`src/rtl/exec_sequencer_pkg.sv`:
```
// Shared encodings for the exec_sequencer run-control block.
package exec_sequencer_pkg;

    localparam int unsigned RUN_STATE_W  = 2;
    localparam int unsigned HALT_CAUSE_W = 3;
    localparam int unsigned CMD_OP_W     = 2;
    localparam int unsigned INSN_W       = 32;
    localparam int unsigned RETIRE_W     = 32;

    localparam logic [INSN_W-1:0] EBREAK_INSN = 32'h0010_0073;

    typedef enum logic [RUN_STATE_W-1:0] {
        RS_HALT = 2'b00,
        RS_RUN  = 2'b01,
        RS_STEP = 2'b10
    } run_state_e;

    typedef enum logic [HALT_CAUSE_W-1:0] {
        HC_NONE      = 3'd0,
        HC_HOST      = 3'd1,
        HC_BP        = 3'd2,
        HC_EBREAK    = 3'd3,
        HC_STEP_DONE = 3'd4
    } halt_cause_e;

    typedef enum logic [CMD_OP_W-1:0] {
        OP_HALT = 2'b00,
        OP_RUN  = 2'b01,
        OP_STEP = 2'b10,
        OP_CLR  = 2'b11
    } cmd_op_e;

endpackage

```
`src/rtl/exec_sequencer_bp_unit.sv`:
```
// Hardware PC breakpoint: address/enable registers, resume-skip flag and hit compare.
module exec_bp_unit #(
    parameter int unsigned ADDR_W = 32
) (
    input  logic              clock,
    input  logic              reset,
    input  logic              bp_wr,
    input  logic [ADDR_W-1:0] bp_addr,
    input  logic              bp_en_in,
    input  logic [ADDR_W-1:0] pc_in,
    input  logic              set_skip,
    input  logic              commit,
    output logic              bp_hit
);

    logic [ADDR_W-1:0] bp_q;
    logic              bp_en_q;
    logic              skip_q;

    // A write only takes effect from the next cycle; this cycle compares the old value.
    always_ff @(posedge clock or negedge reset) begin
        if (!reset) begin
            bp_q    <= '0;
            bp_en_q <= 1'b0;
        end else if (bp_wr) begin
            bp_q    <= bp_addr;
            bp_en_q <= bp_en_in;
        end
    end

    // Skip lets a resume from the breakpoint PC execute that instruction once.
    always_ff @(posedge clock or negedge reset) begin
        if (!reset) begin
            skip_q <= 1'b0;
        end else if (set_skip) begin
            skip_q <= 1'b1;
        end else if (commit) begin
            skip_q <= 1'b0;
        end
    end

    assign bp_hit = bp_en_q & (pc_in == bp_q) & ~skip_q;

endmodule

```
`src/rtl/exec_sequencer.sv`:
```
// Run-control sequencer: host run/halt/step, PC breakpoint and EBREAK trapping.
// Optional retired-instruction counter built when EXEC_SEQ_RETIRE_CNT_EN is defined.
module exec_sequencer
    import exec_sequencer_pkg::*;
#(
    parameter int unsigned ADDR_W       = 32,
    parameter int unsigned STEP_W       = 8,
    parameter bit          RUN_ON_RESET = 1'b0
) (
    input  logic                    clock,
    input  logic                    reset,
    input  logic                    cmd_valid,
    output logic                    cmd_ready,
    input  logic [CMD_OP_W-1:0]     cmd_op,
    input  logic [STEP_W-1:0]       cmd_arg,
    input  logic                    bp_wr,
    input  logic [ADDR_W-1:0]       bp_addr,
    input  logic                    bp_en_in,
    input  logic [ADDR_W-1:0]       pc_in,
    input  logic [INSN_W-1:0]       instr_in,
    output logic                    pc_en,
    output logic                    wr_gate,
    output logic                    halted,
    output logic [RUN_STATE_W-1:0]  run_state,
    output logic [HALT_CAUSE_W-1:0] halt_cause,
    output logic [RETIRE_W-1:0]     retired_cnt
);

    localparam run_state_e RESET_STATE = RUN_ON_RESET ? RS_RUN : RS_HALT;

    run_state_e        state_q, state_d;
    halt_cause_e       cause_q, cause_d;
    logic [STEP_W-1:0] cnt_q, cnt_d;
    logic              set_skip;
    logic              ebreak_hit;
    logic              bp_hit;
    logic              cmd_fire;
`ifdef EXEC_SEQ_RETIRE_CNT_EN
    logic              retire_clr;
    logic [RETIRE_W-1:0] retire_q;
`endif

    exec_bp_unit #(
        .ADDR_W (ADDR_W)
    ) u_bp (
        .clock    (clock),
        .reset    (reset),
        .bp_wr    (bp_wr),
        .bp_addr  (bp_addr),
        .bp_en_in (bp_en_in),
        .pc_in    (pc_in),
        .set_skip (set_skip),
        .commit   (pc_en),
        .bp_hit   (bp_hit)
    );

    assign ebreak_hit = (instr_in == EBREAK_INSN);
    assign cmd_ready  = (state_q != RS_STEP);
    assign cmd_fire   = cmd_valid & cmd_ready;
    // A halting instruction never commits; a host HALT does not block this cycle.
    assign pc_en      = (state_q != RS_HALT) & ~ebreak_hit & ~bp_hit;
    assign wr_gate    = pc_en;
    assign halted     = (state_q == RS_HALT);
    assign run_state  = state_q;
    assign halt_cause = cause_q;

    always_ff @(posedge clock or negedge reset) begin
        if (!reset) begin
            state_q <= RESET_STATE;
            cause_q <= HC_NONE;
            cnt_q   <= '0;
        end else begin
            state_q <= state_d;
            cause_q <= cause_d;
            cnt_q   <= cnt_d;
        end
    end

    always_comb begin
        state_d  = state_q;
        cause_d  = cause_q;
        cnt_d    = cnt_q;
        set_skip = 1'b0;
`ifdef EXEC_SEQ_RETIRE_CNT_EN
        retire_clr = 1'b0;
`endif
        case (state_q)
            RS_HALT: begin
                if (cmd_fire) begin
                    case (cmd_op_e'(cmd_op))
                        OP_RUN: begin
                            state_d  = RS_RUN;
                            cause_d  = HC_NONE;
                            set_skip = 1'b1;
                        end
                        OP_STEP: begin
                            state_d  = RS_STEP;
                            cause_d  = HC_NONE;
                            set_skip = 1'b1;
                            cnt_d    = (cmd_arg == '0) ? STEP_W'(1) : cmd_arg;
                        end
                        OP_CLR: begin
                            cause_d = HC_NONE;
`ifdef EXEC_SEQ_RETIRE_CNT_EN
                            retire_clr = 1'b1;
`endif
                        end
                        default: ;
                    endcase
                end
            end
            RS_RUN: begin
                if (ebreak_hit) begin
                    state_d = RS_HALT;
                    cause_d = HC_EBREAK;
                end else if (bp_hit) begin
                    state_d = RS_HALT;
                    cause_d = HC_BP;
                end else if (cmd_fire && (cmd_op_e'(cmd_op) == OP_HALT)) begin
                    state_d = RS_HALT;
                    cause_d = HC_HOST;
                end
            end
            RS_STEP: begin
                if (ebreak_hit) begin
                    state_d = RS_HALT;
                    cause_d = HC_EBREAK;
                    cnt_d   = '0;
                end else if (bp_hit) begin
                    state_d = RS_HALT;
                    cause_d = HC_BP;
                    cnt_d   = '0;
                end else if (cnt_q == STEP_W'(1)) begin
                    state_d = RS_HALT;
                    cause_d = HC_STEP_DONE;
                    cnt_d   = '0;
                end else begin
                    cnt_d = cnt_q - STEP_W'(1);
                end
            end
            default: begin
                state_d = RS_HALT;
            end
        endcase
    end

`ifdef EXEC_SEQ_RETIRE_CNT_EN
    // Counts commits, wrapping modulo 2^32; CLR in HALT zeroes it.
    always_ff @(posedge clock or negedge reset) begin
        if (!reset) begin
            retire_q <= '0;
        end else if (retire_clr) begin
            retire_q <= '0;
        end else if (pc_en) begin
            retire_q <= retire_q + RETIRE_W'(1);
        end
    end
    assign retired_cnt = retire_q;
`else
    assign retired_cnt = '0;
`endif

endmodule

```
`config.mk`:
```
export PLATFORM = sky130hd
export DESIGN_NAME = exec_sequencer
export DESIGN_NICKNAME = d
export VERILOG_FILES = /design/src/rtl/exec_sequencer_pkg.sv /design/src/rtl/exec_sequencer_bp_unit.sv /design/src/rtl/exec_sequencer.sv
export SDC_FILE = /design/constraint.sdc
export NUM_CORES = 1
export LEC_CHECK = 0
export ABC_CLOCK_PERIOD_IN_PS = 2500
export CORE_MARGIN = 2
export CORE_UTILIZATION = 40
export CTS_CLUSTER_DIAMETER = 60
export DETAILED_ROUTE_END_ITERATION = 10
export HOLD_SLACK_MARGIN = 0.15
export PLACE_DENSITY = 0.81
export SLEW_MARGIN = 20
export SYNTH_ARGS = -nofsm -noshare
export SYNTH_HDL_FRONTEND = slang
export SYNTH_HIERARCHICAL = 1
export SYNTH_SLANG_ARGS = --single-unit
```
`constraint.sdc`:
```
create_clock -name clock -period 2.5 [get_ports clock]
set_clock_uncertainty 0.05 [all_clocks]
set_input_delay 0.625 -clock clock [delete_from_list [all_inputs] [get_ports clock]]
set_output_delay 0.625 -clock clock [all_outputs]
set_load 0.02 [all_outputs]
```
### Yosys cells after proc, flatten, opt, wreduce, memory -nomap -nowiden

Index checks and enable logic that the tools add are counted.

| storage, ports and cells | value |
|---|---|
| flip-flop bits (word level) | 47 |
| word-level logic and storage cells | 73 |

| operators by class | value |
|---|---|
| add/subtract/negate cells | 1 |
| eq/ne operators | 15 |
| muxes and demuxes | 30 |
| bitwise gates (word level) | 8 |
| reduce and logical (&&, ||, !) cells | 13 |

Operators by type and width:

| kind | count |
|---|---|
| two-way mux 8 bit | 6 |
| == test 32 x 21 -> 1 bit (second input constant) | 1 |
| == test 32 bit | 1 |
| two-way mux 3 bit | 8 |
| case mux 8 bit (2 select lines) | 1 |
| two-way mux 2 bit | 7 |
| case mux 3 bit (3 select lines) | 1 |
| == test 8 x 1 -> 1 bit (second input constant) | 1 |
| zero test 8 bit | 1 |
| inequality test 4 bit (second input constant) | 2 |
| subtractor 8 x 1 -> 8 bit (second input constant) | 1 |
| == test 2 bit (second input constant) | 3 |
| case mux 2 bit (3 select lines) | 1 |
| nonzero test 2 bit | 3 |
| AND 1 bit | 5 |
| two-way mux 1 bit | 5 |
| AND reduction 5 bit | 1 |
| == test 2 x 1 -> 1 bit (second input constant) | 2 |
| zero test 2 bit | 2 |
| inequality test 2 x 1 -> 1 bit (second input constant) | 2 |
| inequality test 2 bit (second input constant) | 2 |
| case mux 2 bit (2 select lines) | 1 |
| AND reduction 4 bit | 1 |
| inequality test 3 x 1 -> 1 bit (second input constant) | 1 |
| other kinds (6) | 8 |

### Longest topological paths before layout

Gate-level depths: netlist of the first run.

| logic depth | value |
|---|---|
| word-level depth | 7 |
| depth in mapped cells | 9 |

### Hierarchy

Netlist of the first run, hierarchy kept.

By module, submodules not included:

| module | times used | cells an instance | area each (um^2) |
|---|---|---|---|
| exec_bp_unit | 1 | 117 | 1612.8 |
| exec_sequencer | 1 | 153 | 1348.8 |

### Least setup slack after synthesis of the first run

No wires, ideal clock.

| timing | value |
|---|---|
| path kind | input to output |
| start | input pc_in[25] |
| end | output wr_gate |
| arrival time | 1.845 ns |
| data required time | 1.825 ns |
| slack | -0.020 ns |
| stages on the path | 6 |
| buffers on the path | 1 |
| path through | xor2_1 -> nor4_1 -> nand4_1 -> nor3_2 -> nor3_1 -> buf_4 |

| on the way | value |
|---|---|
| cells in the longest elaborated chain, start to end | 5 |

RTL lines:

| what | line | text |
|---|---|---|
| start, declared | exec_sequencer.sv:19 | `input logic [ADDR_W-1:0] pc_in,` |
| == test 32 bit | exec_sequencer_bp_unit.sv:42 | `assign bp_hit = bp_en_q & (pc_in == bp_q) & ~skip_q;` |
| AND 1 bit (2 in series) | exec_sequencer_bp_unit.sv:42 |  |
| via bp_hit | exec_sequencer.sv:36 | `logic bp_hit;` |
| NOT 1 bit | exec_sequencer.sv:61 | `assign pc_en = (state_q != RS_HALT) & ~ebreak_hit & ~bp_hit;` |
| AND 1 bit | exec_sequencer.sv:61 |  |
| end, declared | exec_sequencer.sv:22 | `output logic wr_gate,` |

The timed path passes the listed nets, and every way through them passes these cells.

### Final worst setup path of the first run

| timing | value |
|---|---|
| start | input pc_in[15] |
| end | output pc_en |

| on the way | value |
|---|---|
| cells in the longest elaborated chain, start to end | 5 |

RTL lines:

| what | line | text |
|---|---|---|
| == test 32 bit | exec_sequencer_bp_unit.sv:42 |  |
| AND 1 bit (2 in series) | exec_sequencer_bp_unit.sv:42 |  |
| via bp_hit | exec_sequencer.sv:36 |  |
| NOT 1 bit | exec_sequencer.sv:61 |  |
| AND 1 bit | exec_sequencer.sv:61 |  |
| end, declared | exec_sequencer.sv:21 | `output logic pc_en,` |

The timed path passes the listed nets, and every way through them passes these cells.

==> impl_metrics.tcl, run 1 <==
set metrics [dict create \
    fmax_mhz 379 \
    grt_pass1_wl_um 12500 \
    period_minus_slack_ns 2.64 \
    h-tree-depth 2 \
    core_um2 7210 \
    numClockSinks 47 \
    status "finished, violations left" \
    crit_fanout 3 \
    hp-class "input port to asynchronous set/reset pin" \
    clk_pin_slew_ns 0.09 \
    ir_drop_mv 0.336 \
    fp-row-count 31 \
    area_delta_synth_final_pct 49.9 \
    worst_path_most_repeated_cell "nor3_4" \
    viasPerCell 4.92 \
    grt_max_degree 48 \
    cts_tree "done" \
    synth_top_flop_cell "dfrtp_1" \
    pre_cts_ws_ns -0.939 \
    setup_viol 7 \
    cts_root_buf "clkbuf_8" \
    overflow 0 \
    rsz0062_at_grt "yes" \
    critPathArrivalTime_ns 1.96 \
    final_hold_viol_count 0 \
    cts.path.max_buffers 2 \
    violations "setup timing" \
    ys_seq_area_share_pct 39.7 \
    p_per_area_nw_per_um2 674 \
    worst_pin_slew_ns 0.610 \
    clk_latency_ns 0.29 \
    n_antenna_cell 0 \
    globalplace.congestion 0.844 \
    maxSlewViolCount 0 \
    synth-edff-count 0 \
    syn_area_um2 2960 \
    die_w_um 90.0 \
    drive_above_1_share_pct 24.2 \
    gr-usage-all-layers_pct 18.8 \
    required_ns 1.82 \
    synthCells 270 \
    crit_path_end_kind "output port" \
    min_period_over_period_pct 106 \
    hpwl_um 5960 \
    io_buffers 119 \
    fin_cells 512 \
    cts-buffers-inserted 5 \
    path_cells "buf_2, xor2_1, nor4_2, nand4_1, nor3_4, nor3_4, buf_6" \
    via_count 2521 \
    path_class "input port to output port" \
    cpPeakStageDelay_ns 0.38 \
    synth-seq-cells 47 \
    ys_warn_count 6 \
    final_antenna_net_count 0 \
    placedCellCount 503 \
    maxSlewHeadroom_pct 59.3 \
    ys_async_sr_fraction_pct 100 \
    drtIter0Drc 63 \
    ys_types 48 \
    fin_nets 533 \
    initial_core_util_pct 41.1 \
    drt_wl_total_um 7580 \
    die_h_um 90.0 \
    p_leak_nw 1.97 \
    grt_pass1_vias 2672 \
    drt_pass1_iterations 4 \
    drc_errors 0 \
    crit_slowest_cell "nor4_2" \
    syn_area_per_cell_um2 11.0 \
    wl_per_cell_um 14.8 \
    fp.dieArea_um2 8110 \
    layout_setup_ws_ns -0.138 \
    ioPinCount 152 \
    crit_path_start_kind "input port" \
    antenna_found_initial 0 \
    drv_cap 0 \
]
[stage by stage]
| stage | area, µm² | util [%] | hold WS, ns | power [mW] | TNS, ns |
|---|---|---|---|---|---|
| CTS | 4390 | 60.9 | 0.390 | 2.96 | -0.171 |
| detailed placement | 4300 | 59.6 | 0.419 | 2.40 | -9.85 |
| global placement | 4300 | 59.6 | 0.428 | 2.36 | -9.19 |
| floorplan | 3080 | - | 0.279 | 1.84 | 0 |
| global route | 4440 | 61.6 | 0.412 | 3.18 | -1.59 |
| finish | 4440 | 61.6 | 0.380 | 2.99 | -0.356 |
[cell usage in the layout, fill, tap and decap left out, types with 3 or more instances in the layout]
master | synthesis | layout
ha_1 | 9 | 9
conb_1 | 1 | 32
xor2_1 | 29 | 28
and3_1 | 3 | 3
buf_2 | 6 | 10
buf_4 | 33 | 22
inv_1 | 13 | 13
dlygate4sd2_1 | 0 | 21
nand2_1 | 8 | 7
o2bb2ai_1 | 4 | 4
a21oi_1 | 3 | 3
dfrtp_1 | 47 | 47
nor3_1 | 5 | 4
nand4_1 | 4 | 4
buf_6 | 1 | 6
a22oi_1 | 3 | 3
xnor2_1 | 3 | 3
nor4_1 | 11 | 6
nand3_1 | 4 | 4
o21ai_1 | 2 | 3
clkdlybuf4s15_1 | 0 | 13
clkdlybuf4s50_1 | 0 | 71
a22o_1 | 3 | 3
mux2_2 | 33 | 33
nor4_2 | 4 | 9
clkbuf_8 | 0 | 5
o21ai_0 | 5 | 4
nor2_1 | 4 | 4
a21o_1 | 3 | 3
[worst max-delay path, delay by kind of cell]
family | cells | cell delay [ns]
xor gates and xnor gates | 1 | 0.17
buffers and inverters | 2 | 0.23
and+or+nand+nor | 4 | 0.93
[final timing paths]
path	slack (ns)	start	cells after the start	to
hold / removal	0.38	reset	2	u_bp/bp_q[27]
setup reg to reg	-0.01	u_bp/bp_q[3]	11	cnt_q[4]
max in group asynchronous	1.62	reset	2	halt_cause[0]
setup / recovery	-0.14	pc_in[15]	7	pc_en
hold reg to reg	0.44	u_bp/skip_q	1	u_bp/skip_q
min in group clock	0.44	u_bp/skip_q	1	u_bp/skip_q
[flip-flops by register name (all words and copies together), names as in the netlist]
| signal | flops |
|---|---|
| u_bp/bp_q | 32 |
| cnt_q | 8 |
| halt_cause | 3 |
| run_state | 2 |
| u_bp/bp_en_q | 1 |
| u_bp/skip_q | 1 |
[cells in the mapped netlist (3+ instances only)]
cell	instances	area, µm²
mux2_2	33	372
buf_2	6	30.0
o2bb2ai_1	4	35.0
xnor2_1	3	26.3
a22o_1	3	26.3
a21o_1	3	22.5
nor3_1	5	25.0
inv_1	13	48.8
nand3_1	4	20.0
and3_1	3	18.8
ha_1	9	113
xor2_1	29	254
nand2_1	8	30.0
nor2_1	4	15.0
nor4_2	4	50.1
nor4_1	11	68.8
a21oi_1	3	15.0
dfrtp_1	47	1180
buf_4	33	248
o21ai_0	5	25.0
nand4_1	4	25.0
a22oi_1	3	22.5
[routing by layer]
| layer | global-route usage, % | vias to the layer above | wire [µm] |
|---|---|---|---|
| met5 | 0 | - | 0 |
| met4 | 5.64 | 0 | 91 |
| met3 | 7.29 | 8 | 751 |
| met2 | 33.6 | 134 | 3910 |
| met1 | 20.6 | 1187 | 2820 |
| li1 | - | 1192 | - |
[power by group]
group	switching [mW]	internal [mW]
logic	0.676	0.713
clock network	0.259	0.293
registers	0.144	0.910
[layout make-up]
cell class	instances	area, µm²
tap	99	124
fill	623	2770
clock inverter	2	37.5
inverter	14	52.6
sequential	47	1180
clock buffer	5	68.8
multi-input combinational	200	1640
timing repair buffer	145	1340
[what timing repair did]
item | 4_1_cts | 5_1_grt
buffers inserted | 1 | 2
endpoints found under the setup margin | 16 | 15
hold buffers | 0 | 0
pin swaps | 37 | 3
resized for setup | 108 | 10
[kinds of logic (layout without fill, tap and decap cells)]
family          count (synthesis)  after routing  synth area share [%]
buf+inv                        54            166                  11.5
other cells                     1             32                 0.127
mux                            36             36                  13.7
compound gates                 37             37                  9.38
simple gates                   54             54                  12.3
fa+ha+maj                       9              9                  3.80
flops                          47             47                  39.7
xor+xnor                       32             32                  9.46
Power figures use the tool's default switching activity.
==> run 2, diff against run 1 <==
--- a/config.mk
+++ b/config.mk
@@ -12,6 +12,8 @@
 export DETAILED_ROUTE_END_ITERATION = 10
 export HOLD_SLACK_MARGIN = 0.15
 export PLACE_DENSITY = 0.81
+export REMOVE_ABC_BUFFERS = 1
+export SKIP_LAST_GASP = 1
 export SLEW_MARGIN = 20
 export SYNTH_ARGS = -nofsm -noshare
 export SYNTH_HDL_FRONTEND = slang
==> impl_metrics.tcl, run 2 (synthesized netlist as in run 1, its figures left out) <==
set metrics [dict create \
    cts.path.max_buffers 2 \
    layout_common_cells "clkdlybuf4s50_1 (69), dfrtp_1 (47), mux2_2 (33)" \
    fmax_mhz 386 \
    crit_slowest_cell "clkdlybuf4s50_1" \
    hp-class "input port to asynchronous set/reset pin" \
    drt_pass1_iterations 4 \
    drv_cap 0 \
    final_common_cell "clkdlybuf4s50_1" \
    p_per_area_nw_per_um2 657 \
    drtIter0Drc 80 \
    cpPeakStageDelay_ns 0.43 \
    crit_path_start_kind "input port" \
    period_minus_slack_ns 2.59 \
    h-tree-depth 2 \
    gr-usage-all-layers_pct 18.3 \
    placed_cell_area_um2 4270 \
    p_leak_nw 2.12 \
    largest_reg_flops 32 \
    final_area_um2 4500 \
    min_period_over_period_pct 104 \
    numClockSinks 47 \
    core_um2 7210 \
    grt_max_degree 48 \
    n_antenna_cell 0 \
    cts_root_buf "clkbuf_8" \
    maxSlewViolCount 0 \
    overflow 0 \
    ff2ff_path_depth 10 \
    fin_tns_setup_ns -0.175 \
    drc_errors 0 \
    regMostFlops "u_bp/bp_q" \
    utilization_pct 62.3 \
    placedCellCount 498 \
    drt_wl_total_um 7760 \
    io_buffers 119 \
    drive_above_1_share_pct 28.1 \
    maxSlewHeadroom_pct 58.9 \
    grt_pass1_wl_um 12200 \
    r2r_slack_ns 0.03 \
    path_class "input port to output port" \
    final_hold_viol_count 0 \
    worst_pin_slew_ns 0.617 \
    fp.dieArea_um2 8110 \
    cts_tree "done" \
    via_count 2477 \
    clk_pin_slew_ns 0.09 \
    die_h_um 90.0 \
    required_ns 1.82 \
    violations "setup timing" \
    fin_nets 532 \
    clk_latency_ns 0.29 \
    final_antenna_net_count 0 \
    area_delta_synth_final_pct 51.8 \
    crit_fanout 3 \
    antenna_found_initial 0 \
    crit_path_end_kind "output port" \
    die_w_um 90.0 \
    initial_core_util_pct 41.1 \
    grt_pass1_vias 2620 \
    viasPerCell 4.84 \
    critPathArrivalTime_ns 1.91 \
    cts-buffers-inserted 5 \
    layout_setup_ws_ns -0.0879 \
    ioPinCount 152 \
    path_cells "clkdlybuf4s50_1, nor4b_2, nand4_2, nor2_4, nor3_4, buf_6" \
    fp-row-count 31 \
    fin_cells 512 \
    status "finished, violations left" \
    hpwl_um 6010 \
    setup_viol 2 \
    wl_per_cell_um 15.2 \
    ir_drop_mv 0.380 \
    rsz0062_at_grt "yes" \
    globalplace.congestion 0.913 \
]
-- run 2: path summary, 6_finish.rpt --
kind,startpoint,end
min,reset,u_bp/bp_q[18]
max,instr_in[23],pc_en
max in group asynchronous,reset,u_bp/bp_q[23]
max reg2reg,u_bp/bp_q[19],cnt_q[1]
min in group clock,halt_cause[0],halt_cause[0]
min reg2reg,halt_cause[0],halt_cause[0]
-- run 2: where the power goes --
group | leakage [nW] | internal [mW] | switching [mW]
clock | 0.0483 | 0.198 | 0.266
sequential | 0.564 | 0.910 | 0.138
combinational | 1.51 | 0.739 | 0.704
total | 2.12 | 1.85 | 1.11
-- run 2: repair_timing --
item,in CTS,in global routing
hold buffers,0,0
buffers inserted,1,5
gates resized for setup,95,45
endpoints found under the setup margin,15,13
gates cloned,0,1
pin swaps,27,26
-- run 2: final cells by class --
type                    count  area, µm²
clock buffers               5       68.8
clock inverters             3       18.8
fillers                   607       2720
inverters                  14       56.3
multi-input cells         201       1720
flip-flops and latches     47       1180
well taps                  99        124
repair buffers            143       1330
-- run 2: routing by layer --
metal / track usage (%) / vias up / wire length [µm]
met2: 34.8 / 78 / 4310
met3: 3.60 / 9 / 336
met1: 21.2 / 1205 / 3030
met4: 3.46 / 0 / 84
met5: 0 / - / 0
li1: - / 1185 / -
-- run 2: per-stage QoR --
step | setup WS, ns | total power [mW] | hold slack, ns
floorplan | -0.0982 | 1.76 | 0.279
global placement | -0.922 | 2.37 | 0.418
detailed placement | -0.927 | 2.42 | 0.428
CTS | -0.149 | 2.92 | 0.397
global route | -0.183 | 3.15 | 0.425
finish | -0.0879 | 2.96 | 0.370
-- run 2: critical path: cells and delay by family --
| family | cells | cell delay (ns) |
|---|---|---|
| and+or+nand+nor | 4 | 0.72 |
| buffers and inverters | 2 | 0.56 |
